File: src/rtl/add_acc_pkg.sv
// -----------------------------------------------------------------------------
// add_acc_pkg
// Shared definitions for the 5-bit operand accumulator.
//   DEF_WIDTH  : default operand/sum width (must stay 5 to match fa_5b)
//   DEF_CNT_W  : default operand-count width (up to 15 operands per job)
//   state_t    : accumulator FSM states
//   SAT_VAL    : value the accumulator clamps to when ADD_ACC_SAT_EN is defined
// -----------------------------------------------------------------------------
package add_acc_pkg;

    localparam int DEF_WIDTH = 5;
    localparam int DEF_CNT_W = 4;

    typedef enum logic [1:0] {
        IDLE = 2'd0,
        ACC  = 2'd1,
        DONE = 2'd2
    } state_t;

    localparam logic [DEF_WIDTH-1:0] SAT_VAL = 5'h1F;

endpackage : add_acc_pkg

File: src/rtl/fa_5b.sv
// -----------------------------------------------------------------------------
// fa_5b
// Purely combinational 5-bit ripple-carry adder built from full-adder cells.
// Ports:
//   a, b  : 5-bit addends
//   cin   : carry in
//   s     : 5-bit sum
//   cout  : carry out of the top bit
// -----------------------------------------------------------------------------
module fa_5b
    import add_acc_pkg::*;
(
    input  logic [DEF_WIDTH-1:0] a,
    input  logic [DEF_WIDTH-1:0] b,
    input  logic                 cin,
    output logic [DEF_WIDTH-1:0] s,
    output logic                 cout
);

    logic [DEF_WIDTH:0] carry;

    assign carry[0] = cin;

    for (genvar i = 0; i < DEF_WIDTH; i++) begin : g_bit
        assign s[i]       = a[i] ^ b[i] ^ carry[i];
        assign carry[i+1] = (a[i] & b[i]) | (carry[i] & (a[i] ^ b[i]));
    end

    assign cout = carry[DEF_WIDTH];

endmodule : fa_5b

File: src/rtl/add_acc_5b.sv
// -----------------------------------------------------------------------------
// add_acc_5b
// Sequential accumulator: sums a programmed number of 5-bit operands received
// over a valid/ready handshake using a single fa_5b, then presents the sum and
// a sticky overflow flag over a valid/ready result handshake.
// Ports:
//   clk, rst_n           : rising-edge clock, asynchronous active-low reset
//   start, len           : job start pulse and operand count (sampled in IDLE)
//   in_valid, in_ready   : operand handshake; in_data is the operand
//   out_valid, out_ready : result handshake; sum/ovf are the result
//   busy                 : high while a job is accumulating or waiting in DONE
// Build option:
//   ADD_ACC_SAT_EN       : when defined, an add that carries out clamps the
//                          accumulator to SAT_VAL for the rest of the job.
// -----------------------------------------------------------------------------
module add_acc_5b
    import add_acc_pkg::*;
#(
    parameter int WIDTH = DEF_WIDTH,
    parameter int CNT_W = DEF_CNT_W
) (
    input  logic             clk,
    input  logic             rst_n,
    input  logic             start,
    input  logic [CNT_W-1:0] len,
    input  logic             in_valid,
    output logic             in_ready,
    input  logic [WIDTH-1:0] in_data,
    output logic             out_valid,
    input  logic             out_ready,
    output logic [WIDTH-1:0] sum,
    output logic             ovf,
    output logic             busy
);

    state_t           state_q,     state_d;
    logic [WIDTH-1:0] acc_q,       acc_d;
    logic [CNT_W-1:0] cnt_q,       cnt_d;
    logic             ovf_q,       ovf_d;
    logic             in_ready_q,  in_ready_d;
    logic             out_valid_q, out_valid_d;
    logic             busy_q,      busy_d;

    logic [WIDTH-1:0] add_s;
    logic             add_cout;
    logic             xfer;

    fa_5b u_fa (
        .a    (acc_q),
        .b    (in_data),
        .cin  (1'b0),
        .s    (add_s),
        .cout (add_cout)
    );

    // in_ready_q is high exactly when the FSM sits in ACC.
    assign xfer = in_valid & in_ready_q;

    always_comb begin
        // NOTE: every variable gets a hold-value default first so no path through
        // the case statement leaves it unassigned, which would infer a latch.
        state_d = state_q;
        acc_d   = acc_q;
        cnt_d   = cnt_q;
        ovf_d   = ovf_q;

        unique case (state_q)
            IDLE: begin
                if (start) begin
                    acc_d   = '0;
                    ovf_d   = 1'b0;
                    cnt_d   = len;
                    state_d = (len == '0) ? DONE : ACC;
                end
            end
            ACC: begin
                if (xfer) begin
`ifdef ADD_ACC_SAT_EN
                    // Once clamped, every later non-zero add also carries out,
                    // so the accumulator stays at SAT_VAL for the rest of the job.
                    acc_d = add_cout ? SAT_VAL : add_s;
`else
                    acc_d = add_s;
`endif
                    ovf_d = ovf_q | add_cout;
                    cnt_d = cnt_q - 1'b1;
                    if (cnt_q == CNT_W'(1)) begin
                        state_d = DONE;
                    end
                end
            end
            DONE: begin
                if (out_ready) begin
                    state_d = IDLE;
                end
            end
            default: state_d = IDLE;
        endcase

        // Handshake flags are decoded from the next state so they come straight
        // off flops in the cycle the FSM enters each state.
        in_ready_d  = (state_d == ACC);
        out_valid_d = (state_d == DONE);
        busy_d      = (state_d != IDLE);
    end

    // NOTE: sequential state is updated only with non-blocking assignments so
    // every flop samples pre-edge values regardless of statement order.
    always_ff @(posedge clk or negedge rst_n) begin
        // NOTE: all control and datapath flops are reset here; there is no memory
        // array, so nothing is left to power up undefined.
        if (!rst_n) begin
            state_q     <= IDLE;
            acc_q       <= '0;
            cnt_q       <= '0;
            ovf_q       <= 1'b0;
            in_ready_q  <= 1'b0;
            out_valid_q <= 1'b0;
            busy_q      <= 1'b0;
        end else begin
            state_q     <= state_d;
            acc_q       <= acc_d;
            cnt_q       <= cnt_d;
            ovf_q       <= ovf_d;
            in_ready_q  <= in_ready_d;
            out_valid_q <= out_valid_d;
            busy_q      <= busy_d;
        end
    end

    assign in_ready  = in_ready_q;
    assign out_valid = out_valid_q;
    assign busy      = busy_q;
    assign sum       = acc_q;
    assign ovf       = ovf_q;

endmodule : add_acc_5b

File: config.mk
export PLATFORM = sky130hd
export DESIGN_NAME = add_acc_5b
export DESIGN_NICKNAME = d
export VERILOG_FILES = /design/src/rtl/add_acc_pkg.sv /design/src/rtl/fa_5b.sv /design/src/rtl/add_acc_5b.sv
export SDC_FILE = /design/constraint.sdc
export NUM_CORES = 1
export LEC_CHECK = 0
export CORE_MARGIN = 10
export CORE_UTILIZATION = 50
export CTS_BUF_LIST = sky130_fd_sc_hd__clkbuf_4 sky130_fd_sc_hd__clkbuf_8
export CTS_CLUSTER_DIAMETER = 60
export DETAILED_ROUTE_END_ITERATION = 16
export PLACE_DENSITY = 0.88
export SETUP_SLACK_MARGIN = 0.02
export SYNTH_ARGS = -nofsm -noshare
export SYNTH_HDL_FRONTEND = slang
export SYNTH_HIERARCHICAL = 1
export SYNTH_SLANG_ARGS = --single-unit
File: constraint.sdc
create_clock -name clk -period 3.5 [get_ports clk]
set_input_delay 0.7 -clock clk [delete_from_list [all_inputs] [get_ports clk]]
set_output_delay 0.7 -clock clk [all_outputs]
set_load 0.005 [all_outputs]
# --- Word level (Yosys, flattened, before mapping) ---
# Index checks and enable logic that the tools add are counted.
op_classes:
  add_sub_neg: 1
  n_eq_ne: 7
  n_mux: 15
  n_bitwise: 24
  n_reduce_logical: 5
ops:
  columns: ["cell", "n"]
  rows:
  - ["$and A1 B1 Y1", 10]
  - ["$mux W2", 5]
  - ["$mux W5", 2]
  - ["$pmux W5 S2", 1]
  - ["$xor A1 B1 Y1", 9]
  - ["$mux W4", 2]
  - ["$pmux W4 S2", 1]
  - ["$pmux W2 S3", 1]
  - ["$or A1 B1 Y1", 5]
  - ["$eq A2 B1 Y1 const B", 2]
  - ["$eq A2 B2 Y1 const B", 2]
  - ["$eq A4 B1 Y1 const B", 1]
  - ["$logic_not A4 Y1", 1]
  - ["$ne A2 B2 Y1 const B", 2]
  - ["$reduce_bool A2 Y1", 2]
  - ["$sub A4 B1 Y4 const B", 1]
  - ["$reduce_and A3 Y1", 1]
  - ["$logic_not A2 Y1", 1]
  - ["$mux W1", 2]
  - ["$pmux W1 S2", 1]
totals:
  ff_bits: 15
  inputBits: 14
  out_inout_bits: 9
  elab_cells: 59

# --- Depth between registers and ports, before layout ---
# Gate-level depths: netlist of run 1.
logic_depth:
  word_depth: 12
  depth_mapped: 11
  mapped_depth_nobuf: 11

# --- By module ---
# Netlist of run 1, hierarchy kept.
by_module_without_submodules:
  columns: ["mod", "instances", "cells_per_inst", "area_each_um2"]
  rows:
  - ["add_acc_5b", 1, 80, 782.0]
  - ["fa_5b", 1, 15, 137.6]

# --- Worst setup path after synthesis of run 1 ---
# OpenSTA, ideal clock, no wires.
synth_path:
  kind: "input to register"
  startpoint: "in in_data[0]"
  endpoint: "reg acc_q[4] (netlist: sum[4])"
  setup_time_ns: 0.079
  arrival_ns: 2.710
  t_required_ns: 3.421
  path_slack_ns: 0.711
  cell_stages: 11
  path_buffers: 0
  path_cell_list: "fa_1 inv_1 fa_1 inv_1 fa_1 fa_1 inv_1 fa_1 inv_1 nand2_1 mux2i_1"
synth_between:
  elab_chain_cells: 10
synth_rtl:
  columns: ["item", "line", "source"]
  rows:
  - ["start, declared", "add_acc_5b.sv:28", "input logic [WIDTH-1:0] in_data,"]
  - ["$and A1 B1 Y1 (2 in series)", "fa_5b.sv:26", "assign carry[i+1] = (a[i] & b[i]) | (carry[i] & (a[i] ^ b[i]));"]
  - ["$or A1 B1 Y1", "fa_5b.sv:26", null]
  - ["$and A1 B1 Y1", "fa_5b.sv:26", null]
  - ["$or A1 B1 Y1", "fa_5b.sv:26", null]
  - ["$and A1 B1 Y1", "fa_5b.sv:26", null]
  - ["$or A1 B1 Y1", "fa_5b.sv:26", null]
  - ["$xor A1 B1 Y1", "fa_5b.sv:25", "assign s[i] = a[i] ^ b[i] ^ carry[i];"]
  - ["named net add_s[4]", "add_acc_5b.sv:44", "logic [WIDTH-1:0] add_s;"]
  - ["$mux W5", "add_acc_5b.sv:77", "if (xfer) begin"]
  - ["$pmux W5 S2", "add_acc_5b.sv:67", "unique case (state_q)"]
  - ["end signal, assigned", "add_acc_5b.sv:114", "acc_q <= '0;"]
  - ["end signal, assigned", "add_acc_5b.sv:122", "acc_q <= acc_d;"]
  - ["end, declared", "add_acc_5b.sv:37", "logic [WIDTH-1:0] acc_q, acc_d;"]
# The timed path passes the listed nets, and every way through them passes these cells. The select of a mux whose other input is x is not followed.
# A chain may end at the register's enable or synchronous reset.

# --- Final worst setup path of run 1 ---
# Ends and elaborated chain as after synthesis.

==> impl_table.tex, run 1 <==
\begin{tabular}{lr}
\hline
Metric & Value \\
\hline
\multicolumn{2}{l}{\textbf{Synth}} \\
Proportion of netlist area held by the largest area contributor & 40.8\% \\
Warnings, synthesis & 6 \\
Post-Syn Instances & 95 \\
Primary FF master, synth & dfrtp\_1 \\
Average instance area after synthesis & 9.68 um2 \\
Top cells by count, synth & 18 x inv\_1, 15 x dfrtp\_1, 9 x nand2\_1, 6 x mux2i\_1, 5 x fa\_1 \\
Number of synthesized register bits & 15 \\
Synth cell types & 32 \\
Syn Nets & 116 \\
Post-synthesis sequential area ratio & 40.8\% \\
Library cell with the largest summed area after synthesis & dfrtp\_1 \\
Top post-synthesis cells by area & dfrtp\_1 41\%, fa\_1 11\%, inv\_1 7.3\% \\
Synth async-reset ratio & 100\% \\
EDFF count, synth & 0 \\
Top-count cell post-synth & inv\_1 \\
Synthesized cell area & 920 um2 \\
\multicolumn{2}{l}{\textbf{GRT}} \\
Wire length of the first global-routing pass & 3580 um \\
Number of global-route vias before repair & 787 \\
Global-route usage over all layers & 10.9\% \\
Pin count of the biggest net entering global routing & 16 \\
Number of antenna violations at the first check in global routing & 0 \\
Leftover overflow at the end of global routing & 0 \\
\multicolumn{2}{l}{\textbf{Worst setup path}} \\
Element type at the critical path end & register \\
Required time reported for the critical path endpoint & 3.72 ns \\
Crit path max-delay cell type & clkdlybuf4s50\_1 \\
Arrival time of data at the critical path endpoint & 3.24 ns \\
Number of logic stages on the critical path including buffering & 12 \\
Largest fanout of any net on the critical path & 1 \\
Cells along the critical path & clkdlybuf4s50\_1, fa\_1, inv\_1, fa\_1, inv\_1, fa\_1, fa\_1, inv\_1, fa\_1, inv\_1, nand2\_1, mux2i\_1 \\
Flop-to-flop setup slack & 0.86 ns \\
Worst reg2reg endpoint & sum[4]\$\_DFFE\_PN0P\_ \\
Worst Path Buf+Inv & 5 \\
Start point of the critical path & in\_data[0] \\
Startpoint types & input port \\
Worst R2R Path Depth & 11 \\
Most frequent cell on the critical path & fa\_1 \\
CP delay by family, top & adder cells \\
Crit path kind & in -> reg \\
Origin of the critical flop-to-flop path & sum[0]\$\_DFFE\_PN0P\_ \\
Slowest Stage Delay on Critical Path & 0.43 ns \\
\multicolumn{2}{l}{\textbf{Finish}} \\
Count of inserted antenna diode cells & 0 \\
Net count reported at finish & 139 \\
Syn-to-layout area delta & 27.6\% \\
Final instance area & 0.00117 mm2 \\
Layout cell share with drive strength beyond 1 & 5.13\% \\
Register area & 375 um2 \\
Number of fillers in the final layout & 160 \\
Area occupied by multi-input gates & 449 um2 \\
\multicolumn{2}{l}{\textbf{Timing}} \\
Worst hold slack across all endpoints & 0.526 ns \\
Final setup vio count & 0 \\
Highest achievable clock rate & 331 MHz \\
Worst slew slack as a fraction of its limit & 54.1\% \\
Final cycle utilization of the critical path & 86.4\% \\
Max-slew violation total from the final report & 0 \\
Number of hold-slack violations in the final timing report & 0 \\
Slew at the pin with the worst max-slew slack & 0.687 ns \\
RSZ-0062 raised after global routing & false \\
Final Skew & 0.00887 ns \\
Period minus WS final & 3.02 ns \\
Sum of negative setup slack & 0 ns \\
\multicolumn{2}{l}{\textbf{Clock network}} \\
CTS tree & done \\
Clock latency reported for the late side of the worst-skew pair & 0.30 ns \\
Clock Sinks & 15 \\
Clock slew at the register clock pins of the worst setup and hold paths & 0.09 ns \\
Clock root buffer & clkbuf\_4 \\
Post CTS Setup Buffer Count & 0 \\
Number of cells upsized or downsized after cts & 0 \\
CTS HTree Levels & 1 \\
Number of buffers on the longest clock path & 2 \\
Number of buffers inserted for hold repair after clock tree synthesis & 0 \\
Cts bufs inserted & 3 \\
\multicolumn{2}{l}{\textbf{Power}} \\
Pwr/cell area & 757 mW/mm2 \\
Leakage & 0.562 nW \\
VDD IR-drop max & 0.386 mV \\
\multicolumn{2}{l}{\textbf{Drt}} \\
WL per Instance & 14.2 um \\
Number of vias per cell & 5.08 \\
Detailed router's first-iteration violation count & 10 \\
Antenna-violating nets left & 0 \\
Wire length reported by the detailed router & 2020 um \\
Detailed-route via count & 721 \\
Total DRC errors in the routed layout & 0 \\
Detailed Routing Iterations Pass 1 & 4 \\
\multicolumn{2}{l}{\textbf{Outcome}} \\
Outcome & finished clean \\
\multicolumn{2}{l}{\textbf{Worst hold path}} \\
WHS Path Cells & 2 \\
Hold WC Path Type & reg -> reg \\
Hold Path Sink & ovf\$\_DFFE\_PN0P\_ \\
Startpoint of the worst hold path & ovf\$\_DFFE\_PN0P\_ \\
\multicolumn{2}{l}{\textbf{Floorplanning}} \\
Die footprint & 0.00395 mm2 \\
Initial Utilization & 53.3\% \\
Top Ports & 23 \\
Floorplan core area & 0.00173 mm2 \\
Horizontal die dimension & 62.9 um \\
Number of rows in the core area & 15 \\
Die boundary height & 62.9 um \\
\multicolumn{2}{l}{\textbf{Job}} \\
Number of max-cap violations & 0 \\
\multicolumn{2}{l}{\textbf{Place}} \\
Placement-stage cell area & 0.00114 mm2 \\
Routability congestion estimate & 0.808 \\
Detailed placement HPWL & 1590 um \\
\# port buffers & 22 \\
\hline
\end{tabular}
-- worst max-delay path by stage --
stage	end	slack [ns]
finish	sum[4]$_DFFE_PN0P_	0.48
global route	sum[4]$_DFFE_PN0P_	0.30
floorplan	sum[4]$_DFFE_PN0P_	0.71
CTS	sum[4]$_DFFE_PN0P_	0.45
global placement	sum[4]$_DFFE_PN0P_	0.20
detailed placement	sum[4]$_DFFE_PN0P_	0.15
-- layer usage --
metal / part of all wire [%] / global-route usage [%]
met1: 42 / 12.3
met5: 0 / 0
met3: 3.3 / 3.05
met4: 0.79 / 3.91
met2: 54 / 18.9
-- logic make-up (layout without fill, tap and decap cells) --
logic type	count (synthesis)	count (layout)	share of synthesized area [%]
buffers and inverters	22	44	10.3
adder cells (fa/ha/maj)	7	7	13.6
other	1	1	0.408
AO/OA/AOI/OAI	11	11	8.30
multiplexers	6	6	6.53
flip-flops	15	15	40.8
AND/OR/NAND/NOR	33	33	20.0
-- area by class of cell --
| class | instances | share of cell area, % |
|---|---|---|
| multi-input cells | 58 | 38.3 |
| flip-flops and latches | 15 | 32.0 |
| repair buffers | 22 | 18.8 |
| inverters | 18 | 5.76 |
| well taps | 25 | 2.67 |
| clock buffers | 3 | 1.92 |
| clock inverters | 1 | 0.640 |
-- registers in the layout (all words and copies together) (netlist names) --
| signal | cells |
|---|---|
| cnt_q | 4 |
| sum | 5 |
| ovf | 1 |
| state_q | 2 |
| in_ready | 1 |
| busy | 1 |
| out_valid | 1 |
-- tightest hold or removal path, stage by stage, from the launching register on --
cell and delay (ns):
dfrtp_1 0.36, a21oi_1 0.04, nor2_1 0.08
-- cells in the final DEF (no fill, tap or decap) --
master            n
fa_1              5
ha_1              2
nand2b_1          2
nor3b_1           2
nor2_1            4
conb_1            1
clkinvlp_4        1
clkdlybuf4s50_1  22
nand4b_1          1
nor3_1            2
nor2b_1           1
o211ai_1          1
a21oi_1           1
and2_1            1
mux2i_1           6
and3_1            1
a22oi_1           2
and4b_1           1
inv_1            18
or3_1             1
dfrtp_1          15
clkbuf_4          3
o22ai_1           4
nand2_1           9
or2_1             1
nor3b_2           1
or3b_2            1
a31oi_1           1
nand3_1           4
a22o_1            2
nor4_1            1
-- per-stage QoR --
stage          cells  power [W]  setup WS, ns  util (%)
2_1_floorplan     95   0.000619         0.711         -
3_3_place_gp     138   0.000766         0.201      66.2
3_5_place_dp     138   0.000791         0.154      66.2
4_1_cts          142   0.000900         0.455      68.0
5_1_grt          142   0.000986         0.298      68.0
6_report         142   0.000889         0.477      68.0
-- power breakdown --
| group | internal, W | switching [W] | total [W] |
|---|---|---|---|
| Combinational | 0.000242 | 0.000217 | 0.000459 |
| Sequential | 0.000250 | 0.0000732 | 0.000323 |
| Clock | 0.0000435 | 0.0000637 | 0.000107 |
Power figures use the tool's default switching activity.
==> run 2: changes to the inputs <==
--- a/config.mk
+++ b/config.mk
@@ -14,5 +14,4 @@
 export SETUP_SLACK_MARGIN = 0.02
 export SYNTH_ARGS = -nofsm -noshare
 export SYNTH_HDL_FRONTEND = slang
-export SYNTH_HIERARCHICAL = 1
 export SYNTH_SLANG_ARGS = --single-unit
==> run 2 against run 1 <==
Against the previous run:
- via count is 1.8% higher
- final cell count is 9.2% lower
- sequential share of layout area is 0.84 points higher
- wire length is 1.0% lower
- power is 0.59% higher
- critical endpoint unchanged
- fmax is 7.0% higher
- clock skew is 0.0073 ns lower
- area after synthesis is 2.2% lower
- largest power group unchanged
==> impl_table.tex, run 2 <==
\begin{tabular}{lr}
\hline
Metric & Value \\
\hline
\multicolumn{2}{l}{\textbf{Synth}} \\
Synthesized cell area & 900 um2 (-2.2\%) \\
EDFF count, synth & 0 (unchanged) \\
Post-Syn Instances & 82 (-14\%) \\
Primary FF master, synth & dfrtp\_1 \\
Synth cell types & 31 (-3.1\%) \\
Synth async-reset ratio & 100\% (unchanged) \\
Top post-synthesis cells by area & dfrtp\_1 42\%, fa\_1 8.9\%, ha\_1 4.2\% \\
Post-synthesis sequential area ratio & 41.7\% (+0.91 points) \\
Syn Nets & 103 (-11\%) \\
Number of synthesized register bits & 15 (unchanged) \\
Proportion of netlist area held by the largest area contributor & 41.7\% (+0.91 points) \\
Average instance area after synthesis & 11.0 um2 (+13\%) \\
Library cell with the largest summed area after synthesis & dfrtp\_1 \\
Top-count cell post-synth & dfrtp\_1 \\
Top cells by count, synth & 15 x dfrtp\_1, 7 x nand2\_1, 7 x nand3\_1, 6 x inv\_1 \\
Warnings, synthesis & 0 (-6) \\
\multicolumn{2}{l}{\textbf{Floorplanning}} \\
Top Ports & 23 (unchanged) \\
Horizontal die dimension & 62.4 um (-0.75\%) \\
Floorplan core area & 0.00171 mm2 (-1.1\%) \\
Die footprint & 0.00390 mm2 (-1.5\%) \\
Number of rows in the core area & 15 (unchanged) \\
Initial Utilization & 52.7\% (-0.59 points) \\
Die boundary height & 62.4 um (-0.75\%) \\
\multicolumn{2}{l}{\textbf{Finish}} \\
Commonest cells after routing, fill and taps aside & 22 x clkdlybuf4s50\_1, 15 x dfrtp\_1, 7 x nand2\_1, 7 x nand3\_1, 6 x inv\_1 \\
Fin cells & 129 (-9.2\%) \\
Area occupied by multi-input gates & 464 um2 (+3.3\%) \\
Layout cell share with drive strength beyond 1 & 9.62\% (+4.5 points) \\
Register area & 375 um2 (unchanged) \\
Count of inserted antenna diode cells & 0 (unchanged) \\
Number of flip-flops under the largest register name & 5 (unchanged) \\
Net count reported at finish & 126 (-9.4\%) \\
Most common cell after layout, fill and taps aside & clkdlybuf4s50\_1 \\
Number of fillers in the final layout & 118 (-26\%) \\
Syn-to-layout area delta & 27.1\% \\
\multicolumn{2}{l}{\textbf{Worst setup path}} \\
Flop-to-flop setup slack & 1.10 ns (+0.24 ns) \\
Element type at the critical path end & register \\
Slowest Stage Delay on Critical Path & 0.50 ns (+0.07 ns) \\
Crit path kind & in -> reg \\
Origin of the critical flop-to-flop path & sum[0]\$\_DFFE\_PN0P\_ \\
Cells along the critical path & clkdlybuf4s50\_1, ha\_1, inv\_1, fa\_1, inv\_1, fa\_1, fa\_1, fa\_1, o211ai\_1, nand2\_1 \\
CP delay by family, top & adder cells \\
Worst Path Buf+Inv & 3 (-2) \\
Setup crit end & sum[4]\$\_DFFE\_PN0P\_ \\
Start point of the critical path & in\_data[0] \\
Most frequent cell on the critical path & fa\_1 \\
Worst reg2reg endpoint & sum[4]\$\_DFFE\_PN0P\_ \\
Required time reported for the critical path endpoint & 3.72 ns (about the same) \\
Arrival time of data at the critical path endpoint & 3.04 ns (-0.20 ns) \\
Number of logic stages on the critical path including buffering & 10 (-2) \\
Crit path max-delay cell type & fa\_1 \\
Startpoint types & input port \\
Largest fanout of any net on the critical path & 1 (unchanged) \\
Worst R2R Path Depth & 9 (-2) \\
\multicolumn{2}{l}{\textbf{Timing}} \\
Max-slew violation total from the final report & 0 (unchanged) \\
Slew at the pin with the worst max-slew slack & 0.772 ns (+0.0851 ns) \\
Period minus WS final & 2.83 ns (-0.197 ns) \\
Worst slew slack as a fraction of its limit & 48.4\% (-5.6 points) \\
Number of hold-slack violations in the final timing report & 0 (unchanged) \\
Highest achievable clock rate & 354 MHz (+7.0\%) \\
Final cycle utilization of the critical path & 80.7\% (-5.6 points) \\
Sum of negative setup slack & 0 ns (unchanged) \\
Final Skew & 0.00157 ns (-0.00730 ns) \\
Final setup vio count & 0 (unchanged) \\
RSZ-0062 raised after global routing & false \\
\multicolumn{2}{l}{\textbf{Power}} \\
VDD IR-drop max & 0.387 mV (+0.12\%) \\
Sw Ratio & 38.2\% (-1.6 points) \\
Logic pwr share & 52.5\% (+0.9 points) \\
Net switching power figure & 0.000342 W (-3.5\%) \\
Leakage & 0.506 nW (-9.9\%) \\
Int Pwr & 0.000553 W (+3.3\%) \\
Pwr/cell area & 782 mW/mm2 (+3.2\%) \\
Clock network fraction of design power & 11.8\% (-0.3 points) \\
Sequential power share & 35.6\% (-0.7 points) \\
\multicolumn{2}{l}{\textbf{Clock network}} \\
Number of cells upsized or downsized after cts & 0 (unchanged) \\
Number of buffers on the longest clock path & 2 (unchanged) \\
Clock slew at the register clock pins of the worst setup and hold paths & 0.09 ns (about the same) \\
Clock Sinks & 15 (unchanged) \\
Number of buffers inserted for hold repair after clock tree synthesis & 0 (unchanged) \\
Clock latency reported for the late side of the worst-skew pair & 0.27 ns (-0.03 ns) \\
Post CTS Setup Buffer Count & 0 (unchanged) \\
CTS HTree Levels & 1 (unchanged) \\
CTS tree & done \\
Cts bufs inserted & 3 (unchanged) \\
Clock root buffer & clkbuf\_4 \\
\multicolumn{2}{l}{\textbf{Place}} \\
Routability congestion estimate & 0.857 (+6.1\%) \\
Detailed placement HPWL & 1570 um (-1.2\%) \\
\# port buffers & 22 (unchanged) \\
Placed cell count & 125 (-9.4\%) \\
\multicolumn{2}{l}{\textbf{Drt}} \\
Total DRC errors in the routed layout & 0 (unchanged) \\
Detailed-route via count & 734 (+1.8\%) \\
Detailed router's first-iteration violation count & 14 (+4) \\
Antenna-violating nets left & 0 (unchanged) \\
Wire length reported by the detailed router & 2000 um (-1.0\%) \\
Number of vias per cell & 5.69 (+12\%) \\
Detailed Routing Iterations Pass 1 & 4 (unchanged) \\
WL per Instance & 15.5 um (+8.9\%) \\
\multicolumn{2}{l}{\textbf{GRT}} \\
Global-route usage over all layers & 10.4\% (-0.56 points) \\
Leftover overflow at the end of global routing & 0 (unchanged) \\
Number of antenna violations at the first check in global routing & 0 (unchanged) \\
Number of global-route vias before repair & 811 (+3.0\%) \\
Pin count of the biggest net entering global routing & 16 (unchanged) \\
Wire length of the first global-routing pass & 3480 um (-2.9\%) \\
\multicolumn{2}{l}{\textbf{Job}} \\
Number of max-cap violations & 0 (unchanged) \\
\multicolumn{2}{l}{\textbf{Worst hold path}} \\
Startpoint of the worst hold path & ovf\$\_DFFE\_PN0P\_ \\
Hold WC Path Type & reg -> reg \\
\multicolumn{2}{l}{\textbf{Outcome}} \\
Outcome & finished clean \\
\hline
\end{tabular}
## run 2: area by class of cell
class                   count  share of cell area, %
well taps                  25                   2.74
flip-flops and latches     15                   32.8
multi-input cells          57                   40.6
inverters                   6                   1.97
repair buffers             22                   19.3
clock buffers               4                   2.63
## run 2: logic make-up (layout without fill, tap and decap cells)
family | Yosys count | after routing | share of synthesized area (%)
compound gates | 15 | 15 | 14.3
simple gates | 32 | 32 | 20.3
fa+ha+maj | 7 | 7 | 13.1
flops | 15 | 15 | 41.7
buf+inv | 10 | 32 | 6.68
mux | 3 | 3 | 3.89
## run 2: worst min-delay path by stage
stage / slack [ns] / endpoint / depth (start not counted)
after floorplan: 0.40 / busy$_DFF_PN0_ / 0
after global placement: 0.51 / sum[0]$_DFFE_PN0P_ / 2
after detailed placement: 0.50 / ovf$_DFFE_PN0P_ / 2
after CTS: 0.53 / ovf$_DFFE_PN0P_ / 2
after global routing: 0.57 / ovf$_DFFE_PN0P_ / 2
final: 0.52 / ovf$_DFFE_PN0P_ / 2
## run 2: per-stage QoR
step           util (%)  hold WS [ns]  setup slack, ns  instance area [um2]  power, W
2_1_floorplan         -         0.404            0.940                  900  0.000632
3_3_place_gp       65.2         0.505            0.479                 1110  0.000767
3_5_place_dp       65.2         0.497            0.340                 1110  0.000791
4_1_cts            67.0         0.528            0.665                 1140  0.000901
5_1_grt            67.0         0.573            0.571                 1140  0.000971
6_report           67.0         0.520            0.674                 1140  0.000894
## run 2: worst reg2reg max path: stages (launching register included)
cell	delay, ns
dfrtp_1	0.41
ha_1	0.19
inv_1	0.06
fa_1	0.16
inv_1	0.05
fa_1	0.38
fa_1	0.39
fa_1	0.50
o211ai_1	0.10
nand2_1	0.11
## run 2: per-layer routing
metal  vias to the layer above  wire length [um]  global-route usage (%)
met5                         -                 0                       0
met4                         0                 0                    2.51
met3                         0               148                    3.41
met2                        30              1010                    17.6
met1                       361               841                    12.3
li1                        343                 -                       -
## run 2: power groups by stage
stage	clock network [W]	registers, W	logic [W]
6_report	0.000106	0.000319	0.000470
5_1_grt	0.000114	0.000332	0.000526
4_1_cts	0.000108	0.000319	0.000474
3_5_place_dp	0	0.000321	0.000470
3_3_place_gp	0	0.000316	0.000450
2_1_floorplan	0	0.000306	0.000325
